[src/rtl/wb_write_queue.sv]
// In-order writeback queue feeding the regfile write port, with youngest-match forwarding for decode.
// Enqueue-to-RegWrite latency is one cycle; in_ready drops once fewer than two free slots remain.
module wb_write_queue #(
  parameter int DATA_WIDTH    = 64,
  parameter int ADDRESS_WIDTH = 5,
  parameter int DEPTH         = 4
) (
  input  logic                     clk,
  input  logic                     reset,
  input  logic                     mem_valid,
  input  logic [ADDRESS_WIDTH-1:0] mem_wa,
  input  logic [DATA_WIDTH-1:0]    mem_wd,
  input  logic                     alu_valid,
  input  logic [ADDRESS_WIDTH-1:0] alu_wa,
  input  logic [DATA_WIDTH-1:0]    alu_wd,
  output logic                     in_ready,
  output logic                     overflow,
  input  logic [ADDRESS_WIDTH-1:0] ra1,
  input  logic [ADDRESS_WIDTH-1:0] ra2,
  output logic                     fwd1_hit,
  output logic [DATA_WIDTH-1:0]    fwd1_data,
  output logic                     fwd2_hit,
  output logic [DATA_WIDTH-1:0]    fwd2_data,
  output logic                     RegWrite,
  output logic [ADDRESS_WIDTH-1:0] wa,
  output logic [DATA_WIDTH-1:0]    wd
);

  localparam int PW = $clog2(DEPTH);
  localparam int CW = $clog2(DEPTH + 1);

  typedef logic [PW-1:0] ptr_t;
  typedef logic [CW-1:0] cnt_t;

  logic [ADDRESS_WIDTH-1:0] q_wa [DEPTH];
  logic [DATA_WIDTH-1:0]    q_wd [DEPTH];

  ptr_t head;
  ptr_t tail;
  cnt_t count;

  logic mem_req;
  logic alu_req;
  logic mem_take;
  logic alu_take;
  logic deq;
  cnt_t enq_cnt;
  ptr_t alu_slot;

  // Credit comes from the registered count only, so a pop this cycle never frees a slot early.
  assign in_ready = !reset && (count <= cnt_t'(DEPTH - 2));

  assign mem_req  = mem_valid && (mem_wa != '0);
  assign alu_req  = alu_valid && (alu_wa != '0);
  assign mem_take = in_ready && mem_req;
  assign alu_take = in_ready && alu_req;
  assign deq      = (count != '0);
  assign enq_cnt  = cnt_t'(mem_take) + cnt_t'(alu_take);
  assign alu_slot = mem_take ? tail + ptr_t'(1) : tail;

  always_ff @(posedge clk) begin
    if (mem_take) begin
      q_wa[tail] <= mem_wa;
      q_wd[tail] <= mem_wd;
    end
    if (alu_take) begin
      q_wa[alu_slot] <= alu_wa;
      q_wd[alu_slot] <= alu_wd;
    end
  end

  always_ff @(posedge clk) begin
    if (reset) begin
      head     <= '0;
      tail     <= '0;
      count    <= '0;
      overflow <= 1'b0;
      RegWrite <= 1'b0;
      wa       <= '0;
      wd       <= '0;
    end else begin
      if (!in_ready && (mem_req || alu_req)) begin
        overflow <= 1'b1;
      end
      tail  <= tail + ptr_t'(enq_cnt);
      count <= count + enq_cnt - cnt_t'(deq);
      if (deq) begin
        RegWrite <= 1'b1;
        wa       <= q_wa[head];
        wd       <= q_wd[head];
        head     <= head + ptr_t'(1);
      end else begin
        RegWrite <= 1'b0;
      end
    end
  end

  // Scan oldest to youngest so the last match (youngest) overrides; write-port register is lowest priority.
  function automatic logic [DATA_WIDTH:0] lookup(input logic [ADDRESS_WIDTH-1:0] ra);
    logic                  hit;
    logic [DATA_WIDTH-1:0] data;
    ptr_t                  idx;
    hit  = RegWrite && (wa == ra);
    data = wd;
    for (int k = 0; k < DEPTH; k++) begin
      idx = head + ptr_t'(k);
      if ((cnt_t'(k) < count) && (q_wa[idx] == ra)) begin
        hit  = 1'b1;
        data = q_wd[idx];
      end
    end
    if (ra == '0) begin
      hit = 1'b0;
    end
    return {hit, (hit ? data : {DATA_WIDTH{1'b0}})};
  endfunction

  always_comb begin
    {fwd1_hit, fwd1_data} = lookup(ra1);
    {fwd2_hit, fwd2_data} = lookup(ra2);
  end

endmodule

[config.mk]
export PLATFORM = sky130hd
export DESIGN_NAME = wb_write_queue
export DESIGN_NICKNAME = d
export VERILOG_FILES = /design/src/rtl/wb_write_queue.sv
export SDC_FILE = /design/constraint.sdc
export NUM_CORES = 1
export LEC_CHECK = 0
export CAP_MARGIN = 0
export CORE_MARGIN = 3
export CORE_UTILIZATION = 57
export DETAILED_ROUTE_END_ITERATION = 6
export GPL_TIMING_DRIVEN = 0
export PLACE_DENSITY_LB_ADDON = 0.12
export SLEW_MARGIN = 30
export SYNTH_ARGS = -nofsm -noshare
export SYNTH_HDL_FRONTEND = slang
export SYNTH_SLANG_ARGS = --single-unit
[constraint.sdc]
create_clock -name clk -period 4.8 [get_ports clk]
set_input_delay 0.96 -clock clk [delete_from_list [all_inputs] [get_ports clk]]
set_output_delay 0.96 -clock clk [all_outputs]
set_load 0.05 [all_outputs]
== Yosys cells after proc, flatten, opt, wreduce, memory -nomap -nowiden ==
Memories as Yosys holds them, arrays and structs flattened. A register that Yosys moved wholly into a read port is not among the register bits.
Index checks and enable logic that the tools add are counted.
W data, S select, Z words.
Operators by class
  $add $sub $neg: 8
  equality and inequality tests: 10
  order comparisons: 5
  reduce and logical (&&, ||, !) cells: 24
  muxes and demuxes: 30
Operators by type and width (number)
  $mux W64: 10
  $eq A5 B5 Y1: 10
  $logic_and A1 B1 Y1: 16
  $mux W1: 15
  $logic_not A5 Y1: 2
  $mux W2: 5
  $reduce_bool A5 Y1: 2
  $lt A1 B3 Y1 const A: 2
  $lt A2 B3 Y1 const A: 2
  $add A2 B1 Y2 const B: 2
  $add A2 B2 Y2 const B: 2
  $add A3 B2 Y3: 1
  $le A3 B2 Y1 const B: 1
  $reduce_bool A3 Y1: 1
  $sub A3 B1 Y3: 1
  $add A1 B1 Y2: 1
  $add A2 B2 Y2: 1
  $logic_not A1 Y1: 2
  $logic_or A1 B1 Y1: 1
Word-level totals
  memories: 2
  register bits: 78
  input port bits: 152
  memory bits (writable): 276
Memory list
  q_wd: words 4, bits a word 64, read ports 4, clocked after Yosys merged registers in 1, wr ports 2, line 36  | logic [DATA_WIDTH-1:0] q_wd [DEPTH];
  q_wa: words 4, bits a word 5, read ports 4, clocked after Yosys merged registers in 1, wr ports 2, line 35  | logic [ADDRESS_WIDTH-1:0] q_wa [DEPTH];

== Logic depth before layout (Yosys ltp) ==
An unclocked memory read counts as a cell.
  depth after elaboration: 9
  mapped depth: 13
  depth with buffers taken out: 13

== Worst setup path before layout ==
OpenSTA, ideal clock, no wires.
  path type: input -> output
  from: input port ra2[2]
  to: output port fwd2_data[52]
  path buffers: 3
  required time: 3840 ps
  path slack: -50 ps
  cell stages on the path: 9
  arrival time: 3890 ps
  cell sequence: clkbuf_1 > xnor2_2 > nand4_4 > or3_1 > buf_6 > buf_6 > mux2i_1 > a211o_1 > a211oi_1
On the way
  cells in the longest elaborated chain, start to end: 8
  elaborated cells between the ends (all ways): 21
  those cells by class: 5 x eq/ne; 10 x mux; 6 x reduce/logical
Ends and longest elaborated chain
  start: declaration: line 19  | input logic [ADDRESS_WIDTH-1:0] ra2,
  $eq A5 B5 Y1, on equally long branches: line 103, 107
  $logic_and A1 B1 Y1, on equally long branches: line 103, 107
  $mux W1 (4 in a row): line 107  | if ((cnt_t'(k) < count) && (q_wa[idx] == ra)) begin
  $mux W1: line 112  | if (ra == '0) begin
  $mux W64 (*): line 115  | return {hit, (hit ? data : {DATA_WIDTH{1'b0}})};
  end: declaration: line 23  | output logic [DATA_WIDTH-1:0] fwd2_data,
Mark *: on every way between the ends. The rest lies on a longest branch, timed or not.

== Worst setup path in the final report ==
  from: register head[0]
  to: output port fwd1_data[2]
On the way
  cells in the longest elaborated chain, start to end: 9
  elaborated cells between the ends (all ways): 19
  those cells by class: 3 x add/sub; 3 x eq/ne; 8 x mux; 3 x reduce/logical; 2 x memory
Ends and longest elaborated chain
  start: declaration: line 38  | ptr_t head;
  start signal: assignment: line 91  | head <= head + ptr_t'(1);
  $add A2 B1 Y2: line 106  | idx = head + ptr_t'(k);
  $mem_v2 Z4 W5
  $eq A5 B5 Y1: line 107
  $logic_and A1 B1 Y1: line 107
  $mux W1 (3 in a row): line 107
  $mux W1: line 112
  $mux W64 (*): line 115
  end: declaration: line 21  | output logic [DATA_WIDTH-1:0] fwd1_data,
Marked as above.

==> out/qor.yml <==
cts:
  clock_latency_ns: 0.59
  cts_buffer_depth: 3
  clkTransAtPathRegs_ns: 0.07
  cts.sinks: 356
  cts-root-buf: "clkbuf_16"
  numCtsBuffers: 41
  cts_tree: "done"
  htreeDepth: 2
critical_path:
  crit_fanout: 10
  cp_data_required_time_ns: 3.84
  rr_worst_depth: 9
  reg2reg_to: "q_wd[3][32]"
  r2r_slack_ns: 0.79
  critPathLaunchType: "register"
  endpoint_kind: "primary output"
  worstPathArrival_ns: 3.83
  worst-setup-path-type: "register to primary output"
  regToRegStartpoint: "count[2]"
logic_synthesis:
  synth.area.top_cells: "edfxtp_1, mux4_2, mux2i_1"
  yosys_warnings: 0
  synth_area_leader_cell: "edfxtp_1"
  synthTopCellsByCount: "nand2_1, mux2i_1, edfxtp_1"
  synth_most_common_cell: "nand2_1"
  ys_types: 46
  ys_ff_latch: 356
  synth_nets: 2716
  synthCells: 2554
  async_flop_share: 0
  synth-seq-area-share: 0.357
  synth_top_area_share: 0.299
  synth_edf_count: 276
  avgSynthCellArea_um2: 10.9
  synth-main-ff-cell: "edfxtp_1"
  syn_area_um2: 27700
min_path:
  hold_depth: 2
  worstHoldEndpoint: "wd[0]"
  hold_path.class: "register to register"
  hp-start: "wd[0]"
placed_design:
  port_buffers: 342
  gp_congestion: 0.960
  hpwl_mm: 77.0
routing:
  vias: 26167
  drt_iter0_drc: 3664
  routed_via_density: 7.23
  ant_nets: 0
  dr.pass1.iters: 6
  drc_errors: 0
  avgRoutedWirePerCell_um: 30.9
  routed_wl_mm: 112
global_routing:
  track_usage: 0.419
  grt-ovfl-total: 0
  grt_pass1_wl_mm: 160
  grt_pass1_vias: 25634
  grt_start_max_net_pins: 31
  antenna_found_initial: 7
timing:
  fin_skew_ns: 0.0268
  tns_ns: 0
  tightest_slew_ns: 1.04
  final-max-slew-violation-count: 0
  finalSetupViolCount: 0
  hold_viol: 0
  grt_setup_unrepaired: "yes"
  max_freq_mhz: 209
  period_needed_ns: 4.79
  period_share: 0.997
  relSlewSlack: 0.304
cells_and_area:
  area_delta_synth_final_pct: 22.6
  finalCoreUtilization: 0.709
  fin_nets: 3124
  drive_above_1_share: 0.254
  fill_cells: 3553
pwr:
  p_comb_frac: 0.604
  p_int_uw: 10500
  ir_drop_uv: 410
  leakage_uw: 0.0134
  p_sw_frac: 0.476
  p_per_area_nw_per_um2: 591
  p_switching_uw: 9560
  seqPwrFrac: 0.234
  clkPwrFrac: 0.163
floorplanning:
  rows: 80
  die_area_um2: 51300
  pin_count: 354
  die_h_um: 227
  start_util: 0.578
  fp.dieW_um: 227
  coreArea_um2: 47900
status:
  outcome: "complete, no violations"
job:
  maxCapViolations: 0
## per-stage QoR
stage / instances / hold WS, ns / setup WS [ns] / cell area (um2) / total power [uW]
final: 3618 / 0.506 / 0.0124 / 34000 / 20100
after global routing: 3616 / 0.523 / -0.0344 / 34000 / 20700
after global placement: 3511 / 0.474 / -3.11 / 31900 / 15900
after CTS: 3604 / 0.503 / 0.000438 / 33500 / 19500
after detailed placement: 3522 / 0.491 / -0.941 / 32200 / 16100
after floorplan: 2554 / 0.605 / 0.239 / 27700 / 12500
## power by group through the flow
stage,Sequential (uW),Clock [uW],Combinational [uW]
floorplan,5420,0,7100
CTS,4640,3250,11600
global route,4730,3370,12600
global placement,4710,0,11200
finish,4700,3270,12100
detailed placement,4700,0,11400
## how the worst max path moves through the flow
stage               startpoint            end  slack [ns]  cells after the start
floorplan               ra2[0]  fwd2_data[54]        0.24                      9
global placement     mem_wa[1]    q_wd[0][36]       -3.11                      8
detailed placement      ra2[2]  fwd2_data[58]       -0.94                     10
CTS                    head[0]  fwd1_data[24]      0.0004                     11
global route           head[0]   fwd1_data[8]       -0.03                     11
finish                 head[0]   fwd1_data[2]        0.01                     11
## worst max-delay path, cell delays in order, from the launching register on
cell and delay (ns):
dfxtp_2 0.40, buf_8 0.18, mux4_2 0.57, xor2_1 0.17
nor4_2 0.35, o211ai_1 0.14, buf_4 0.19, clkbuf_8 0.18
clkbuf_4 0.23, a211oi_1 0.28, o211a_1 0.29, buf_4 0.24
## layout by cell type (no fill, tap or decap), types with 63 or more instances in the layout
master           synthesis  layout
mux2_2                  69      69
mux4_2                 149     149
mux2_1                 207     207
mux2i_1                322     319
nand2_1                340     338
buf_2                   75      93
o211a_1                 64      63
clkbuf_1               152      72
clkdlybuf4s50_1          0     212
buf_4                    3      99
nor2_1                 204     204
o311a_1                 63      63
a211oi_2                59      68
edfxtp_1               276     276
or3_1                   67      66
dfxtp_1                 80      79
a21oi_1                 73      73
nor3_1                 135      86
## state kept, by name (all words and copies together) (netlist names), named ones only
signal,flops
overflow,1
tail,2
wa,5
q_wd,256
wd,64
RegWrite,1
count,3
q_wa,20
head,2
## timing repair
item                       CTS  global route
resized for setup          897           207
pin swaps                    5            11
setup endpoints to repair  130           127
hold buffers                 0             0
cloned                       0             1
setup buffers                6             5
## final cells by class
| type | count | area [um2] | area share |
|---|---|---|---|
| multi-input cells | 1930 | 17100 | 0.503 |
| flip-flops and latches | 356 | 9890 | 0.291 |
| repair buffers | 366 | 3330 | 0.0979 |
| plain buffers | 254 | 1480 | 0.0436 |
| clock buffers | 55 | 1160 | 0.0342 |
| well taps | 615 | 769 | 0.0226 |
| clock inverters | 21 | 196 | 0.00578 |
| inverters | 13 | 48.8 | 0.00144 |
| diodes | 8 | 20.0 | 0.000589 |
## kinds of logic after synthesis
logic type	synth area share
and+or+nand+nor	0.120
muxes	0.349
DFF	0.357
AOI/OAI and AO/OA	0.108
buffers and inverters	0.0422
xor gates and xnor gates	0.0187
adders and majority gates	0.00478
## layer usage
layer / GRT usage / part of all wire
met1: 0.548 / 0.37
met2: 0.641 / 0.44
met3: 0.105 / 0.13
met4: 0.230 / 0.065
met5: 0 / 0
Note: power is estimated with default switching activity, not from simulation.
